## src/rtl/ser_tx_if.sv

```systemverilog
// ser_tx_if: word handshake between a word producer and the ser_tx serializer.
//   in_data  : word to transmit (producer -> serializer)
//   in_valid : in_data holds a word (producer -> serializer)
//   in_ready : serializer can take a word this cycle (serializer -> producer)
// master modport is the producer side, slave modport is the serializer side.
interface ser_tx_if #(
   parameter int WIDTH = 8
);
   logic [WIDTH-1:0] in_data;
   logic             in_valid;
   logic             in_ready;

   modport master (output in_data, output in_valid, input in_ready);
   modport slave  (input in_data, input in_valid, output in_ready);
endinterface

```

## src/rtl/ser_tx.sv

```systemverilog
// ser_tx: parallel-to-serial transmitter feeding the "101" detector path.
// Words arrive on a valid/ready handshake, go out MSB first on `out`, and
// each word is followed by GAP forced-0 line cycles. The block also watches
// its own line and pulses `hit` exactly as a Moore "101" detector tied to
// `out` would, with a saturating hit counter alongside.
//
// Ports:
//   clk      : clock, rising edge
//   rstn     : asynchronous active-low reset
//   s_in     : ser_tx_if slave (in_data, in_valid in; in_ready out)
//   clr_cnt  : synchronous clear of hit_cnt (wins over an increment)
//   out      : serial line, idles at 0
//   busy     : a word or its gap is in progress
//   hit      : one-cycle pulse the cycle after the line completed "101"
//   hit_cnt  : saturating count of hits
//
// state    | meaning
// ---------+---------------------------------------------------------
// ST_IDLE  | line at 0, ready for a word
// ST_SHIFT | driving sh MSB, bit_cnt counts bits already sent
// ST_GAP   | forced-0 gap after a word, gap_cnt counts gap cycles
module ser_tx #(
   parameter int WIDTH = 8,
   parameter int GAP   = 2,
   parameter int CNT_W = 16
) (
   input  logic             clk,
   input  logic             rstn,
   ser_tx_if.slave          s_in,
   input  logic             clr_cnt,
   output logic             out,
   output logic             busy,
   output logic             hit,
   output logic [CNT_W-1:0] hit_cnt
);

   typedef enum logic [1:0] {
      ST_IDLE  = 2'd0,
      ST_SHIFT = 2'd1,
      ST_GAP   = 2'd2
   } state_t;

   localparam int BW = $clog2(WIDTH);
   localparam int GW = (GAP > 1) ? $clog2(GAP) : 1;
   localparam logic [BW-1:0] BIT_LAST = BW'(WIDTH - 1);
   localparam logic [GW-1:0] GAP_LAST = GW'((GAP > 0) ? GAP - 1 : 0);

   state_t           r_state;
   logic [WIDTH-1:0] r_sh;
   logic [BW-1:0]    r_bit_cnt;
   logic [GW-1:0]    r_gap_cnt;
   logic             r_out;
   logic             r_in_ready;
   logic             r_busy;
   logic [1:0]       r_hist;
   logic             r_hit;
   logic [CNT_W-1:0] r_hit_cnt;

   state_t           w_state_nx;
   logic [WIDTH-1:0] w_sh_nx;
   logic [BW-1:0]    w_bit_nx;
   logic [GW-1:0]    w_gap_nx;
   logic             w_accept;
   logic             w_out_nx;
   logic             w_ready_nx;
   logic             w_hit_nx;

   always_comb begin
      w_accept   = s_in.in_valid && r_in_ready;
      w_state_nx = r_state;
      w_sh_nx    = r_sh;
      w_bit_nx   = r_bit_cnt;
      w_gap_nx   = r_gap_cnt;
      case (r_state)
         ST_IDLE: begin
            if (w_accept) begin
               w_state_nx = ST_SHIFT;
               w_sh_nx    = s_in.in_data;
               w_bit_nx   = '0;
            end
         end
         ST_SHIFT: begin
            w_sh_nx  = r_sh << 1;
            w_bit_nx = r_bit_cnt + 1'b1;
            if (r_bit_cnt == BIT_LAST) begin
               if (GAP > 0) begin
                  w_state_nx = ST_GAP;
                  w_gap_nx   = '0;
               end else if (w_accept) begin
                  w_sh_nx  = s_in.in_data;
                  w_bit_nx = '0;
               end else begin
                  w_state_nx = ST_IDLE;
               end
            end
         end
         ST_GAP: begin
            w_gap_nx = r_gap_cnt + 1'b1;
            if (r_gap_cnt == GAP_LAST) begin
               if (w_accept) begin
                  w_state_nx = ST_SHIFT;
                  w_sh_nx    = s_in.in_data;
                  w_bit_nx   = '0;
               end else begin
                  w_state_nx = ST_IDLE;
               end
            end
         end
         default: w_state_nx = ST_IDLE;
      endcase

      // Outputs are registered from the next state so they never follow
      // in_valid combinationally. Ready covers idle and the final cycle of
      // a frame so back-to-back words leave no bubble on the line.
      w_out_nx   = (w_state_nx == ST_SHIFT) && w_sh_nx[WIDTH-1];
      w_ready_nx = (w_state_nx == ST_IDLE)
                || ((w_state_nx == ST_SHIFT) && (GAP == 0) && (w_bit_nx == BIT_LAST))
                || ((w_state_nx == ST_GAP) && (w_gap_nx == GAP_LAST));

      // hist holds the two cycles before the current line bit.
      w_hit_nx = (r_hist == 2'b10) && r_out;
   end

   always_ff @(posedge clk or negedge rstn) begin
      if (!rstn) begin
         r_state    <= ST_IDLE;
         r_sh       <= '0;
         r_bit_cnt  <= '0;
         r_gap_cnt  <= '0;
         r_out      <= 1'b0;
         r_in_ready <= 1'b1;
         r_busy     <= 1'b0;
         r_hist     <= 2'b00;
         r_hit      <= 1'b0;
         r_hit_cnt  <= '0;
      end else begin
         r_state    <= w_state_nx;
         r_sh       <= w_sh_nx;
         r_bit_cnt  <= w_bit_nx;
         r_gap_cnt  <= w_gap_nx;
         r_out      <= w_out_nx;
         r_in_ready <= w_ready_nx;
         r_busy     <= (w_state_nx != ST_IDLE);
         r_hist     <= {r_hist[0], r_out};
         r_hit      <= w_hit_nx;
         if (clr_cnt) begin
            r_hit_cnt <= '0;
         end else if (w_hit_nx && (r_hit_cnt != '1)) begin
            r_hit_cnt <= r_hit_cnt + 1'b1;
         end
      end
   end

   assign s_in.in_ready = r_in_ready;
   assign out           = r_out;
   assign busy          = r_busy;
   assign hit           = r_hit;
   assign hit_cnt       = r_hit_cnt;

endmodule

```

## src/flat_wrapper.sv

```systemverilog
// flat-port wrapper written by rule: the top's interface ports become plain ports
module ser_tx_flat 
#(
   parameter int WIDTH = 8,
   parameter int GAP   = 2,
   parameter int CNT_W = 16
)
  (clk, rstn, clr_cnt, out, busy, hit, hit_cnt, s_in_in_data, s_in_in_valid, s_in_in_ready);
  ser_tx_if #(.WIDTH(WIDTH)) s_in_i ();
  input  logic clk;
  input  logic rstn;
  input  logic clr_cnt;
  output logic out;
  output logic busy;
  output logic hit;
  output logic [CNT_W-1:0] hit_cnt;
  input wire logic [$bits(s_in_i.in_data)-1:0] s_in_in_data;
  input wire logic [$bits(s_in_i.in_valid)-1:0] s_in_in_valid;
  output wire logic [$bits(s_in_i.in_ready)-1:0] s_in_in_ready;
  assign s_in_i.in_data = s_in_in_data;
  assign s_in_i.in_valid = s_in_in_valid;
  assign s_in_in_ready = s_in_i.in_ready;
  ser_tx #(.WIDTH(WIDTH), .GAP(GAP), .CNT_W(CNT_W)) u_core (.clk(clk), .rstn(rstn), .s_in(s_in_i), .clr_cnt(clr_cnt), .out(out), .busy(busy), .hit(hit), .hit_cnt(hit_cnt));
endmodule
```

## config.mk

```make
export PLATFORM = sky130hd
export DESIGN_NAME = ser_tx_flat
export DESIGN_NICKNAME = d
export VERILOG_FILES = /design/src/rtl/ser_tx_if.sv /design/src/rtl/ser_tx.sv /design/src/flat_wrapper.sv
export SDC_FILE = /design/constraint.sdc
export NUM_CORES = 1
export LEC_CHECK = 0
export BUFFER_PORTS_ARGS = -buffer_cell sky130_fd_sc_hd__clkbuf_2
export CAP_MARGIN = 5
export CORE_MARGIN = 5
export CORE_UTILIZATION = 30
export DETAILED_ROUTE_END_ITERATION = 10
export SYNTH_ARGS = -nofsm -noshare
export SYNTH_HDL_FRONTEND = slang
export SYNTH_SLANG_ARGS = --single-unit
```

## constraint.sdc

```tcl
create_clock -name clk -period 4.3 [get_ports clk]
set_clock_uncertainty 0.2 [all_clocks]
set_input_delay 0.645 -clock clk [delete_from_list [all_inputs] [get_ports clk]]
set_output_delay 0.645 -clock clk [all_outputs]
set_load 0.005 [all_outputs]
```

==> summary.txt <==
Detailed routing
  • Routed len/inst: 13.7 um
  • Drt pass-1 iters: 4
  • Via/cell ratio: 5.19
  • Uppermost layer routed: met4
  • Initial DRC Count: 56
  • M1 wire length: 1880 um
  • Post-route ant nets: 0
  • DRC: 0
  • DR WL met3: 220 um
  • Wire length on met2: 1770 um
  • Total number of vias: 1470
  • Final WL: 3890 um

STA
  • Final Setup Violations: 0
  • RSZ-0062 raised after global routing: false
  • Tmin final: 2.12 ns
  • Fmax: 473 MHz
  • Post-route setup TNS: 0 ns
  • Period Utilization, post-route: 0.492
  • Worst slew margin: 0.412
  • Fin. Hold Viols: 0
  • Fin. max-slew vios: 0
  • Slew @ Worst Pin: 0.882 ns
  • Worst setup margin: 2.18 ns

Clock tree
  • Skew-Pair Late Insertion Delay: 0.28 ns
  • Clock buffer depth: 2
  • H-tree depth: 2
  • Clk root buf: clkbuf_8
  • TritonCTS clock tree: yes
  • Hold_buf cts: 0
  • Worst-path clk slew: 0.07 ns
  • Post-CTS setup buffer count: 0
  • TritonCTS Buffers: 5
  • Sink Count: 36
  • Resized cells post-CTS: 0

Cells and area
  • Util after Layout: 0.365
  • Layout cells sized above 1: 0.231
  • Diodes inserted: 0
  • Non-Filler Cell Area, Final: 2190 sq um
  • Synth-to-layout area growth: 16.9%
  • Most frequent cells in the layout: 35 x dfrtp_1, 31 x clkbuf_2, 10 x a21oi_1, 10 x nor2_1, 9 x a22o_1
  • Commonest non-fill, non-tap cell in the layout: dfrtp_1
  • Net count, final: 226
  • Final std cells w/o fill: 283

Floorplan
  • Die Width: 88.9 um
  • Core Footprint: 5990 sq um
  • Die ar.: 7910 sq um
  • Chip height: 88.9 um
  • Initial Util: 0.312
  • Row cnt: 28
  • # IOs: 32

Power and ir drop
  • Switch share: 0.309
  • P_leak: 0.00109 uW
  • Seq pwr share: 0.467
  • Clock network power share: 0.249
  • Psw: 307 uW
  • Int Pwr: 688 uW
  • Logic pwr share: 0.284
  • Highest ir drop seen on vdd: 0.000251 V
  • Pwr/cell area: 455 nW/um^2

Logic synthesis
  • Synth cell types: 43
  • Synth Flop Type: dfrtp_1
  • Mapped Cells: 174
  • Sequential area share after synthesis: 0.483
  • Number of synthesized register bits: 36
  • Avg Cell Area, Syn: 10.7 sq um
  • Cell area after synthesis: 1870 sq um
  • Number of synthesized flops with an enable pin: 0
  • Synthesis Warnings: 0
  • Async S/R FF share, synth: 1.00
  • Syn Nets: 193

Worst setup path
  • Maximum fanout along the worst path: 9
  • CP Capture Type: flip-flop
  • Critical Setup Path Class: reg -> reg
  • Crit path required time: 4.28 ns
  • Crit path launch type: flip-flop
  • Crit path DAT: 2.09 ns

GRT
  • Grt ovf: 0
  • Vias in the first global route: 1432
  • First-pass GRT wire length: 6630 um
  • Pin count of the biggest net entering global routing: 37
  • Initial antenna violation count: 0
  • GRT Total Usage: 0.107

Placed design
  • Dpl cell area: 2100 sq um
  • Placed cell count: 275
  • Setup WS pre-CTS: 2.21 ns
  • Final Wtd Congestion: 0.773
  • DPL Wire Length: 2820 um
  • Port buffer count: 31

Outcome
  • Status: finished, final reports clean

Min path
  • Class of the worst hold path: reg -> reg

Flow run
  • Max-Cap Viols: 0
## final timing paths
kind / slack [ns] / start / cells after the start / to
setup / recovery: 2.18 / u_core.r_state[0] / 6 / u_core.r_sh[1]
min in group asynchronous: 0.27 / rstn / 1 / u_core.r_sh[2]
setup reg to reg: 2.18 / u_core.r_state[0] / 6 / u_core.r_sh[1]
hold / removal: 0.18 / u_core.r_hist[0] / 0 / u_core.r_hist[1]
hold reg to reg: 0.18 / u_core.r_hist[0] / 0 / u_core.r_hist[1]
max in group asynchronous: 3.08 / rstn / 1 / u_core.r_hist[0]
## power groups by stage
stage	clock (uW)	combinational [uW]	sequential (uW)
3_3_place_gp	0	285	469
6_report	248	282	465
5_1_grt	273	321	475
3_5_place_dp	0	288	470
4_1_cts	261	287	466
2_1_floorplan	0	217	462
## cells by family (layout without fill, tap and decap cells)
family	count (synthesis)	count (layout)	share of synthesized area
adder cells (fa/ha/maj)	7	7	0.0469
flip-flops	36	36	0.483
buffers and inverters	12	46	0.0261
multiplexers	7	7	0.0408
AND/OR/NAND/NOR	64	64	0.217
AO/OA/AOI/OAI	48	48	0.187
## area by class of cell
class | count | area, sq um
inverters | 7 | 26.3
multi-input cells | 126 | 918
repair buffers | 31 | 155
well taps | 75 | 93.8
flip-flops and latches | 36 | 902
clock buffers | 8 | 90.1
fillers | 606 | 3800
## cell usage after synthesis (4+ instances only)
cell type	instances	area, sq um
nand2b_1	4	25.0
nand2_1	5	18.8
a21oi_1	10	50.1
a31oi_1	5	31.3
mux2_2	4	45.0
nor2_1	10	37.5
nand3_1	5	25.0
and3_1	5	31.3
nor3_1	8	40.0
inv_1	6	22.5
a21o_1	6	45.0
clkbuf_1	4	15.0
o31ai_1	4	30.0
or4_1	4	30.0
a22o_1	9	78.8
ha_1	7	87.6
nor2b_1	8	50.1
dfrtp_1	35	876
## through the flow
step	hold WS, ns	total power (uW)
after floorplan	0.149	679
after global placement	0.161	754
after detailed placement	0.166	758
after CTS	0.181	1010
after global routing	0.200	1070
final	0.177	995
## critical path, stage by stage (launching register included)
cell	delay (ns)
dfrtp_1	0.40
inv_1	0.10
ha_1	0.28
nor2b_1	0.37
nor2b_1	0.23
a22o_1	0.27
a21o_1	0.15
## sequential cells by signal (all words and copies together), names as in the netlist
signal	count
u_core.r_hist	2
u_core.r_sh	8
u_core.r_bit_cnt	3
u_core.hit	1
u_core.busy	1
u_core.r_gap_cnt	1
u_core.out	1
u_core.s_in.in_ready	1
u_core.hit_cnt	16
u_core.r_state	2
## layer usage
metal  vias up  track usage
li1        727            -
met1       702        0.146
met2        37        0.161
met3         4       0.0332
met4         0       0.0406
met5         -            0
(Power assumes the default switching activity.)
